`src/rtl/uart_pkg.sv`:
```
// Shared UART definitions: receiver FSM states, line levels and bit-timing helper.
package uart_pkg;

    typedef enum logic [1:0] {
        IDLE  = 2'd0,
        START = 2'd1,
        DATA  = 2'd2,
        STOP  = 2'd3
    } uart_rx_state_t;

    localparam logic UART_IDLE_LEVEL = 1'b1;
    localparam logic UART_STOP_LEVEL = 1'b1;

    function automatic int clks_per_bit(input int sys_clk, input int baud);
        return sys_clk / baud;
    endfunction

endpackage

```
`src/rtl/uart_sync.sv`:
```
// Two-flop synchronizer for an asynchronous single-bit input; reset value selectable.
module uart_sync #(
    parameter logic RESET_VAL = 1'b1
) (
    input  logic clk,
    input  logic rst,
    input  logic async_in,
    output logic sync_out
);

    logic meta_r;
    logic sync_r;

    // Two-stage capture of the asynchronous input
    always_ff @(posedge clk) begin
        if (rst) begin
            meta_r <= RESET_VAL;
            sync_r <= RESET_VAL;
        end else begin
            meta_r <= async_in;
            sync_r <= meta_r;
        end
    end

    assign sync_out = sync_r;

endmodule

```
`src/rtl/uart_rx.sv`:
```
// 8N1 LSB-first UART receiver: mid-bit sampling, stop-bit check, valid/ready holding register.
module uart_rx
    import uart_pkg::*;
#(
    parameter int DATA_BITS = 8,
    parameter int BAUD      = 9600,
    parameter int SYS_CLK   = 12000000
) (
    input  logic                 clk,
    input  logic                 rst,
    input  logic                 enable,
    input  logic                 rx_wire,
    output logic [DATA_BITS-1:0] rx_data,
    output logic                 rx_valid,
    input  logic                 rx_ready,
    output logic                 framing_error,
    output logic                 overrun,
    output logic                 busy
);

    localparam int CLKS_PER_BIT = clks_per_bit(SYS_CLK, BAUD);
    localparam int HALF_BIT     = CLKS_PER_BIT / 2;
    localparam int CNT_W        = $clog2(CLKS_PER_BIT);
    localparam int IDX_W        = (DATA_BITS > 1) ? $clog2(DATA_BITS) : 1;

    localparam logic [CNT_W-1:0] BIT_LAST  = CNT_W'(CLKS_PER_BIT - 1);
    localparam logic [CNT_W-1:0] HALF_LAST = CNT_W'(HALF_BIT - 1);
    localparam logic [IDX_W-1:0] IDX_LAST  = IDX_W'(DATA_BITS - 1);

    logic                 rx_s;
    uart_rx_state_t       state_r, state_next_s;
    logic [CNT_W-1:0]     baud_cnt_r, baud_cnt_next_s;
    logic [IDX_W-1:0]     bit_idx_r, bit_idx_next_s;
    logic [DATA_BITS-1:0] shift_r, shift_next_s;
    logic [DATA_BITS-1:0] rx_data_r;
    logic                 rx_valid_r;
    logic                 framing_error_r;
    logic                 overrun_r;
    logic                 busy_r;
    logic                 load_s;
    logic                 fe_s;
    logic                 ovr_s;

    uart_sync #(.RESET_VAL(UART_IDLE_LEVEL)) u_sync (
        .clk      (clk),
        .rst      (rst),
        .async_in (rx_wire),
        .sync_out (rx_s)
    );

    // Next-state, bit timing and stop-bit decision
    always_comb begin
        state_next_s    = state_r;
        baud_cnt_next_s = baud_cnt_r + CNT_W'(1);
        bit_idx_next_s  = bit_idx_r;
        shift_next_s    = shift_r;
        load_s          = 1'b0;
        fe_s            = 1'b0;
        ovr_s           = 1'b0;
        if (!enable) begin
            state_next_s    = IDLE;
            baud_cnt_next_s = '0;
        end else begin
            case (state_r)
                IDLE: begin
                    baud_cnt_next_s = '0;
                    if (rx_s != UART_IDLE_LEVEL) begin
                        state_next_s = START;
                    end else begin
                        state_next_s = IDLE;
                    end
                end
                START: begin
                    if (baud_cnt_r == HALF_LAST) begin
                        baud_cnt_next_s = '0;
                        bit_idx_next_s  = '0;
                        // A start bit that has gone high again by mid-bit was a glitch
                        if (rx_s == UART_IDLE_LEVEL) begin
                            state_next_s = IDLE;
                        end else begin
                            state_next_s = DATA;
                        end
                    end else begin
                        state_next_s = START;
                    end
                end
                DATA: begin
                    if (baud_cnt_r == BIT_LAST) begin
                        baud_cnt_next_s         = '0;
                        shift_next_s[bit_idx_r] = rx_s;
                        if (bit_idx_r == IDX_LAST) begin
                            state_next_s = STOP;
                        end else begin
                            bit_idx_next_s = bit_idx_r + IDX_W'(1);
                        end
                    end else begin
                        state_next_s = DATA;
                    end
                end
                STOP: begin
                    if (baud_cnt_r == BIT_LAST) begin
                        // Leave at mid-stop so an immediately following start bit is caught
                        baud_cnt_next_s = '0;
                        state_next_s    = IDLE;
                        if (rx_s == UART_STOP_LEVEL) begin
                            if (!rx_valid_r || rx_ready) begin
                                load_s = 1'b1;
                            end else begin
                                ovr_s = 1'b1;
                            end
                        end else begin
                            fe_s = 1'b1;
                        end
                    end else begin
                        state_next_s = STOP;
                    end
                end
                default: begin
                    state_next_s    = IDLE;
                    baud_cnt_next_s = '0;
                end
            endcase
        end
    end

    // State, datapath and registered outputs
    always_ff @(posedge clk) begin
        if (rst) begin
            state_r         <= IDLE;
            baud_cnt_r      <= '0;
            bit_idx_r       <= '0;
            shift_r         <= '0;
            rx_data_r       <= '0;
            rx_valid_r      <= 1'b0;
            framing_error_r <= 1'b0;
            overrun_r       <= 1'b0;
            busy_r          <= 1'b0;
        end else begin
            state_r         <= state_next_s;
            baud_cnt_r      <= baud_cnt_next_s;
            bit_idx_r       <= bit_idx_next_s;
            shift_r         <= shift_next_s;
            framing_error_r <= fe_s;
            overrun_r       <= ovr_s;
            busy_r          <= (state_next_s != IDLE);
            if (load_s) begin
                rx_data_r  <= shift_r;
                rx_valid_r <= 1'b1;
            end else if (rx_ready) begin
                rx_valid_r <= 1'b0;
            end else begin
                rx_valid_r <= rx_valid_r;
            end
        end
    end

    assign rx_data       = rx_data_r;
    assign rx_valid      = rx_valid_r;
    assign framing_error = framing_error_r;
    assign overrun       = overrun_r;
    assign busy          = busy_r;

endmodule

```
`config.mk`:
```
export PLATFORM = sky130hd
export DESIGN_NAME = uart_rx
export DESIGN_NICKNAME = d
export VERILOG_FILES = /design/src/rtl/uart_pkg.sv /design/src/rtl/uart_sync.sv /design/src/rtl/uart_rx.sv
export SDC_FILE = /design/constraint.sdc
export NUM_CORES = 1
export LEC_CHECK = 0
export CAP_MARGIN = 5
export CORE_MARGIN = 2
export CORE_UTILIZATION = 30
export CTS_CLUSTER_DIAMETER = 60
export DETAILED_ROUTE_END_ITERATION = 10
export GPL_ROUTABILITY_DRIVEN = 0
export PLACE_DENSITY = 0.55
export SETUP_SLACK_MARGIN = 0.15
export SYNTH_ARGS = -nofsm -noshare
export SYNTH_HDL_FRONTEND = slang
export SYNTH_SLANG_ARGS = --single-unit
```
`constraint.sdc`:
```
create_clock -name clk -period 3.6 [get_ports clk]
set_input_delay 0.54 -clock clk [delete_from_list [all_inputs] [get_ports clk]]
set_output_delay 0.54 -clock clk [all_outputs]
set_load 0.01 [all_outputs]
```
After elaboration in Yosys (flattened, before gate mapping). Index checks and enable logic that the tools add are counted.

Register bits: 38. Bits in latches: 0. Bits in writable memories: 0. Bits in read-only memories: 0. Input port bits: 5. Output and inout port bits: 12. Logic and storage cells: 68. Memories: 0.

Add/subtract/negate cells: 2. Multiply operators: 0. Div/mod/pow operators: 0. Magnitude comparators: 2. Equality and inequality tests: 9. Shift-type cells: 0. Muxes and demuxes: 27. Bitwise logic cells: 4. Reductions and logical operators: 13.

Operators by type and width (number): one-hot mux 11 bit (3 select lines) (1); two-way mux 11 bit (2); two-way mux 2 bit (6); adder 11 x 1 -> 11 bit (second input constant) (1); == test 11 x 10 -> 1 bit (second input constant) (1); == test 11 bit (second input constant) (1); two-way mux 1 bit (11); two-way mux 3 bit (3); bitwise mux 8 bit (1); one-hot mux 2 bit (4 select lines) (1); != test 2 bit (second input constant) (3); one-hot mux 3 bit (2 select lines) (1); nonzero test 2 bit (3); AND reduction 5 bit (1); OR reduction 5 bit (1); == test 2 bit (second input constant) (2); < comparator 3 x 4 -> 1 bit (second input constant) (1); inverter 1 bit (4); OR reduction 2 bit (2); OR reduction 4 bit (1); adder 3 x 1 -> 3 bit (second input constant) (1); demux 1 bit (select 3 bit) (1); == test 3 bit (second input constant) (1); >= comparator 3 x 1 -> 1 bit (second input constant) (1); other kinds (6) (6).

Logic depth before layout (Yosys ltp). Gate-level depths: netlist of the first run.

Depth after elaboration: 8. Depth in mapped cells: 7. Mapped depth without buffers: 6.

Modules after synthesis. From an unflattened synthesis of the first run, not the netlist that was laid out.

Cells, all modules: 187. Area total of the unflattened synthesis: 1759.2 sq um.

By module, submodules not included: uart_rx (instances 1, cells each 183, area an instance 1706.6 sq um); uart_sync (instances 1, cells each 4, area an instance 52.6 sq um).

Least setup slack after synthesis of the first run. OpenSTA, ideal clock, no wires.

Path kind: register -> register. Start point: register baud_cnt_r[0]. End point: register shift_r[4]. Arrival time: 1451 ps. Setup slack: 2077 ps. Cell stages (with the launch flop): 6. Cells stage by stage: dfxtp_1 > ha_1 > nor3b_2 > nand4_1 > nor3b_2 > mux2i_1.

Cells in the longest elaborated chain, start to end: 2.

Ends and longest elaborated chain: from (decl) (line uart_rx.sv:32) `logic [CNT_W-1:0] baud_cnt_r, baud_cnt_next_s;`; from (signal assigned) (line uart_rx.sv:140) `baud_cnt_r <= baud_cnt_next_s;`; == test 11 bit (line uart_rx.sv:88) `if (baud_cnt_r == BIT_LAST) begin`; AND reduction 3 bit (no line); to (signal assigned) (line uart_rx.sv:142) `shift_r <= shift_next_s;`; to (decl) (line uart_rx.sv:34) `logic [DATA_BITS-1:0] shift_r, shift_next_s;`.

No other way between the ends. A chain may end at the register's enable or synchronous reset.

Final worst setup path of the first run.
Start point: register baud_cnt_r[0]. End point: register baud_cnt_r[3].

Cells in the longest elaborated chain, start to end: 3.

Ends and longest elaborated chain: adder 11 x 1 -> 11 bit, or another cell as far along (line uart_rx.sv:54) `baud_cnt_next_s = baud_cnt_r + CNT_W'(1);`; two-way mux 11 bit (on tied branches) (line uart_rx.sv:88, uart_rx.sv:101, uart_rx.sv:74); one-hot mux 11 bit (3 select lines) * (line uart_rx.sv:64) `case (state_r)`.

Mark *: on every way between the ends. The rest lies on a longest branch, timed or not.

==> results of run 1 <==
## area by class of cell
cell class	count	area (um^2)
inverters	6	22.5
fillers	610	3770
clock inverters	2	10.0
flip-flops and latches	38	761
repair buffers	17	168
multi-input cells	143	988
well taps	75	93.8
clock buffers	5	68.8
## worst reg2reg max path: stages (launching register included)
cell and delay [ps]:
dfxtp_1 420, ha_1 170, nor3b_2 330, nand3_2 220, a22oi_1 760, nor2_1 120
## sequential cells by signal, indices dropped and copies added, names as in the netlist
register,cells
u_sync.sync_out,1
rx_data,8
state_r,2
bit_idx_r,3
overrun,1
busy,1
rx_valid,1
framing_error,1
shift_r,8
baud_cnt_r,11
u_sync.meta_r,1
## cell usage in the layout (no fill, tap or decap), drive strengths merged, types with 2 or more instances in the layout
master,n
dfxtp,38
nand3,19
clkdlybuf4s50,16
nor2,15
nand2b,13
o21ai,10
mux2i,9
a21oi,9
xnor2,8
nand2,7
inv,6
nor3,6
nand4,5
ha,5
clkbuf,5
nor3b,5
nand3b,3
nor2b,3
a211oi,3
or2,3
and4,3
and4b,2
o22ai,2
nor4,2
clkinv,2
o32ai,2
## worst max path at each step
stage | slack, ps | to | cells after the start
3_5_place_dp | 1180 | baud_cnt_r[3]$_SDFF_PP0_ | 5
5_1_grt | 1230 | baud_cnt_r[5]$_SDFF_PP0_ | 5
2_1_floorplan | 2080 | shift_r[4]$_SDFFE_PP0P_ | 5
3_3_place_gp | 1260 | baud_cnt_r[10]$_SDFF_PP0_ | 5
6_report | 1430 | baud_cnt_r[3]$_SDFF_PP0_ | 5
4_1_cts | 1350 | baud_cnt_r[3]$_SDFF_PP0_ | 5
## per-layer routing
metal	track usage, %	vias up	wire, um
met5	0	-	0
li1	-	723	-
met1	16.2	651	1840
met4	5.50	0	71
met3	3.19	6	139
met2	17.1	21	1510
## through the flow
| stage | hold slack, ps | std cells |
|---|---|---|
| final | 414 | 286 |
| after global routing | 433 | 286 |
| after CTS | 413 | 286 |
| after detailed placement | 395 | 279 |
| after global placement | 395 | 279 |
| after floorplan | 389 | 197 |
## kinds of logic after synthesis
logic type	Yosys count	share of synthesized area, %
and+or+nand+nor	90	30.7
DFF	38	41.8
AOI/OAI and AO/OA	30	10.9
buffers and inverters	16	3.85
xor gates and xnor gates	9	4.33
muxes	9	4.95
adders and majority gates	5	3.44
## power groups by stage
stage                     sequential [mW]  combinational, mW  clock (mW)
after floorplan                     0.432             0.0112           0
after CTS                           0.423             0.0195       0.283
final                               0.423             0.0196       0.270
after global placement              0.433             0.0196           0
after detailed placement            0.433             0.0195           0
after global routing                0.423             0.0213       0.295
==> run metrics, run 1 <==
Internal Dissipation 561 uW; crit path cell chain ha_1, nor3b_2, nand3_2, a22oi_1, nor2_1; max_slew headroom 41.5%; initial antenna violation count 0; Leak 0.664 nW; postcts setup bufs 0; synth unique cells 42; final core occ 35.9%; H-Tree Level Count 2; max_cap viols 0; Max clock buf depth 2; number of cell rows 28; Final WS setup about 1400 ps; Die H between 80 and 90 um; clock share of power a little under two fifths; Syn Inst Count 197; Startpoint Class register; syn nets 207; Final setup viols 0; most common cell in the netlist dfxtp_1; Worst Path Max Fanout 11; largest net degree at the start of global routing 26; vias in the first global route 1266; period utilisation layout 60.2%; share of cells above drive strength 1 11.4%; Hold Path Depth 1; Pwr Total 713 uW; Pins Over Slew Limit 0; combinational fraction of design power 2.7%; Hold Crit Endpoint u_sync.sync_out$_SDFF_PP1_; slowest CP cell a22oi_1; power per cell area 338 nW/um^2; Synth Register Bits 38; vias post-DR 1401; Die X 81.9 um; worst setup path start baud_cnt_r[0]$_SDFF_PP0_; total clock sinks 38; FF-to-FF path depth 5; Reg clk slew, reported paths 70 ps; Hold Violations, Final 0; GRT overflow 0; sequential element share of the synthesized area between 40% and 50%; top cells by area, synth dfxtp_1 (42%), mux2i_1 (5.0%), nand3_1 (5.0%); Avg Inst Size Synth 9.23 um^2; dpl hpwl 2.45 mm; final WL approximately 3.6 mm; final-stage net count 221; Final Critical Period approximately 2200 ps; Area Growth Syn to Fin 16.1%; area fraction of the dominant cell type after synthesis a little over two fifths; Async S/R FF share, synth 0%; placed cell areas 2030 um^2; CP max stage delay between 700 and 800 ps; Crit Path Class register to register; DRC 0; I/O pins 17; RSZ-0062 raised after global routing false; # port buffers 16; most instantiated cells after synthesis dfxtp_1 (38), nand3_1 (18), nor2_1 (15); root buf cell clkbuf_8; post-route cell area 2110 um^2; worst skew pair latency 290 ps; Initial Util 30.9%; CTS buffer count 5; dominant cell type by area after synthesis dfxtp_1; EDFF count, synth 0; number of DRC markers in iteration 0 57; outcome completed; wire per inst 12.5 um; Worst EP required ~3700 ps; ANT nets after route 0; total core area slightly below 6000 um^2; Bufs and invs on worst path 0; crit path DAT 2300 ps; Crit path max-delay family compound AO/OA/AOI/OAI gates; r2r endpoint baud_cnt_r[3]$_SDFF_PP0_; Least-Margin Pin Slew between 800 and 900 ps; CTS tree built; sum of negative setup slack 0 ps; R2R Setup Slk approximately 1400 ps; Hold Crit Class register to register; Switching Fraction 21.3%; maximum operating frequency 462 MHz; crit end category register; # resized after CTS 0; hold path start u_sync.meta_r$_SDFF_PP1_; synthesized area approximately 1800 um^2; dpl ws between 1000 and 1500 ps; Via-to-Cell Ratio just under 5; main flop type after synthesis dfxtp_1; DRT Pass-1 Iters 4; yosys warns 0; Clock Skew 9.59 ps; GRT Total Usage a little under an eighth; Worst R2R Start baud_cnt_r[0]$_SDFF_PP0_; switching power 152 uW; Sequential Power Share 59.4%; die area 6700 um^2; first-pass GRT wire length approximately 6.1 mm; CTS Hold Bufs 0; Max IR drop VDD 153 uV; # diodes 0
Note: power is estimated with default switching activity, not from simulation.
==> inputs of run 2 (changes only) <==
Clock period 3.6 ns to 2 ns, I/O delays scaled along.
==> run metrics, run 2 (synthesis results as in run 1) <==
Final Critical Period 1670 ps (-496 ps); Pwr Total 1.34 mW (+88%); CTS tree built; CP max stage delay 390 ps (-370 ps); crit path DAT 1890 ps (-410 ps); Leak 0.743 nW (+12%); max_slew headroom 65.2% (+24 points); Via-to-Cell Ratio 4.81 (-1.9%); Max IR drop VDD 216 uV (+41%); Die X 81.9 um (unchanged); power per cell area 597 nW/um^2 (+77%); Final setup viols 0 (unchanged); Worst Path Max Fanout 10 (-1); Crit Path Class register to register; vias in the first global route 1324 (+4.6%); CTS buffer count 5 (unchanged); share of cells above drive strength 1 18.1% (+6.7 points); post-route cell area 2240 um^2 (+6.2%); DRC 0 (unchanged); outcome completed; first-pass GRT wire length 6.18 mm (+1.7%); Max clock buf depth 2 (unchanged); initial antenna violation count 0 (unchanged); hold_ws 415 ps (+1.29 ps); wire per inst 12.2 um (-2.3%); Area Growth Syn to Fin 23.3%; Clock Skew 5.92 ps (-3.67 ps); total core area 5890 um^2 (unchanged); max_cap viols 0 (unchanged); number of DRC markers in iteration 0 74 (+30%); Crit path max-delay family adder cells; die area 6700 um^2 (unchanged); final WL 3.68 mm (+3.2%); CTS Hold Bufs 0 (unchanged); slowest CP cell or3_1; ANT nets after route 0 (unchanged); root buf cell clkbuf_8; number of cell rows 28 (unchanged); Pins Over Slew Limit 0 (unchanged); most frequent cells in the layout dfxtp_1 (37), nand3_1 (18), clkdlybuf4s50_1 (16), buf_4 (16), nor2_1 (15); Non-Filler Instances 302 (+5.6%); H-Tree Level Count 2 (unchanged); largest net degree at the start of global routing 23 (-12%); Bufs and invs on worst path 0 (unchanged); crit end category register; # diodes 0 (unchanged); total clock sinks 38 (unchanged); period utilisation layout 83.5% (+23 points); final core occ 38.1% (+2.2 points); final-stage net count 236 (+6.8%); RSZ-0062 raised after global routing false; maximum operating frequency 599 MHz (+30%); GRT overflow 0 (unchanged); Initial Util 30.9% (unchanged); Hold Crit Class register to register; Crit path top cell by count ha_1; vias post-DR 1452 (+3.6%); Placed Cells 293 (+5.0%); Top reg by flops baud_cnt_r; Worst EP required 2220 ps (-1520 ps); placed cell areas 2140 um^2 (+5.2%); Startpoint Class register; DRT Pass-1 Iters 4 (unchanged); # port buffers 16 (unchanged); GRT Total Usage 12.2% (+0.43 points); Die H 81.9 um (unchanged); dpl hpwl 2.68 mm (+9.5%); worst skew pair latency 290 ps (about the same); I/O pins 17 (unchanged); Least-Margin Pin Slew 523 ps (-355 ps); crit path cell chain ha_1, ha_1, or3_1, o22ai_1, mux2i_1; commonest non-fill, non-tap cell in the layout dfxtp_1; Reg clk slew, reported paths 70 ps (about the same); Hold Violations, Final 0 (unchanged); max reg flops 11 (unchanged)
==> run 2: cell count changes in the layout (fill, tap and decap cells not counted), sizes merged <==
cell    change
buf        +15
clkbuf      +2
clkinv      -1
==> run 2: worst paths after layout <==
kind	start	to	slack, ps	cells past startpoint
worst max-delay path	bit_idx_r[1]$_SDFFE_PP0P_	bit_idx_r[0]$_SDFFE_PP0P_	330	5
worst min register to register	u_sync.meta_r$_SDFF_PP1_	u_sync.sync_out$_SDFF_PP1_	420	1
worst min-delay path	u_sync.meta_r$_SDFF_PP1_	u_sync.sync_out$_SDFF_PP1_	420	1
worst max register to register	bit_idx_r[1]$_SDFFE_PP0P_	bit_idx_r[0]$_SDFFE_PP0P_	330	5
==> run 2: area by class of cell <==
cell class	instances	area, um^2
Inverter	6	22.5
Sequential cell	38	762
Clock inverter	1	5.00
Clock buffer	7	86.3
Tap cell	75	93.8
Timing Repair Buffer	32	280
Fill cell	612	3640
Multi-Input combinational cell	143	993
==> run 2: per-layer routing <==
layer  track usage (%)  up-vias  part of all wire, %
met5                 0        -                    0
met4              7.00        0                  2.4
li1                  -      756                    -
met3              3.30        6                  3.5
met1              16.5      666                   54
met2              17.4       24                   40
==> run 2: repair_timing <==
item / 4_1_cts / 5_1_grt
endpoints found under the hold margin: 0 / 0
setup endpoints to repair: 11 / 3
cloned: 0 / 0
gates resized for setup: 1 / 1
setup buffers: 0 / 1
==> run 2: stage by stage <==
stage	setup WS, ps	TNS, ps
after floorplan	477	0
after global placement	-102	-1040
after detailed placement	-132	-1140
after CTS	257	0
after global routing	158	0
final	330	0
==> run 2: where the power goes <==
part           total (mW)  internal [mW]  switching, mW
Sequential          0.762          0.759        0.00317
Combinational      0.0395         0.0206         0.0189
Clock               0.537          0.278          0.259
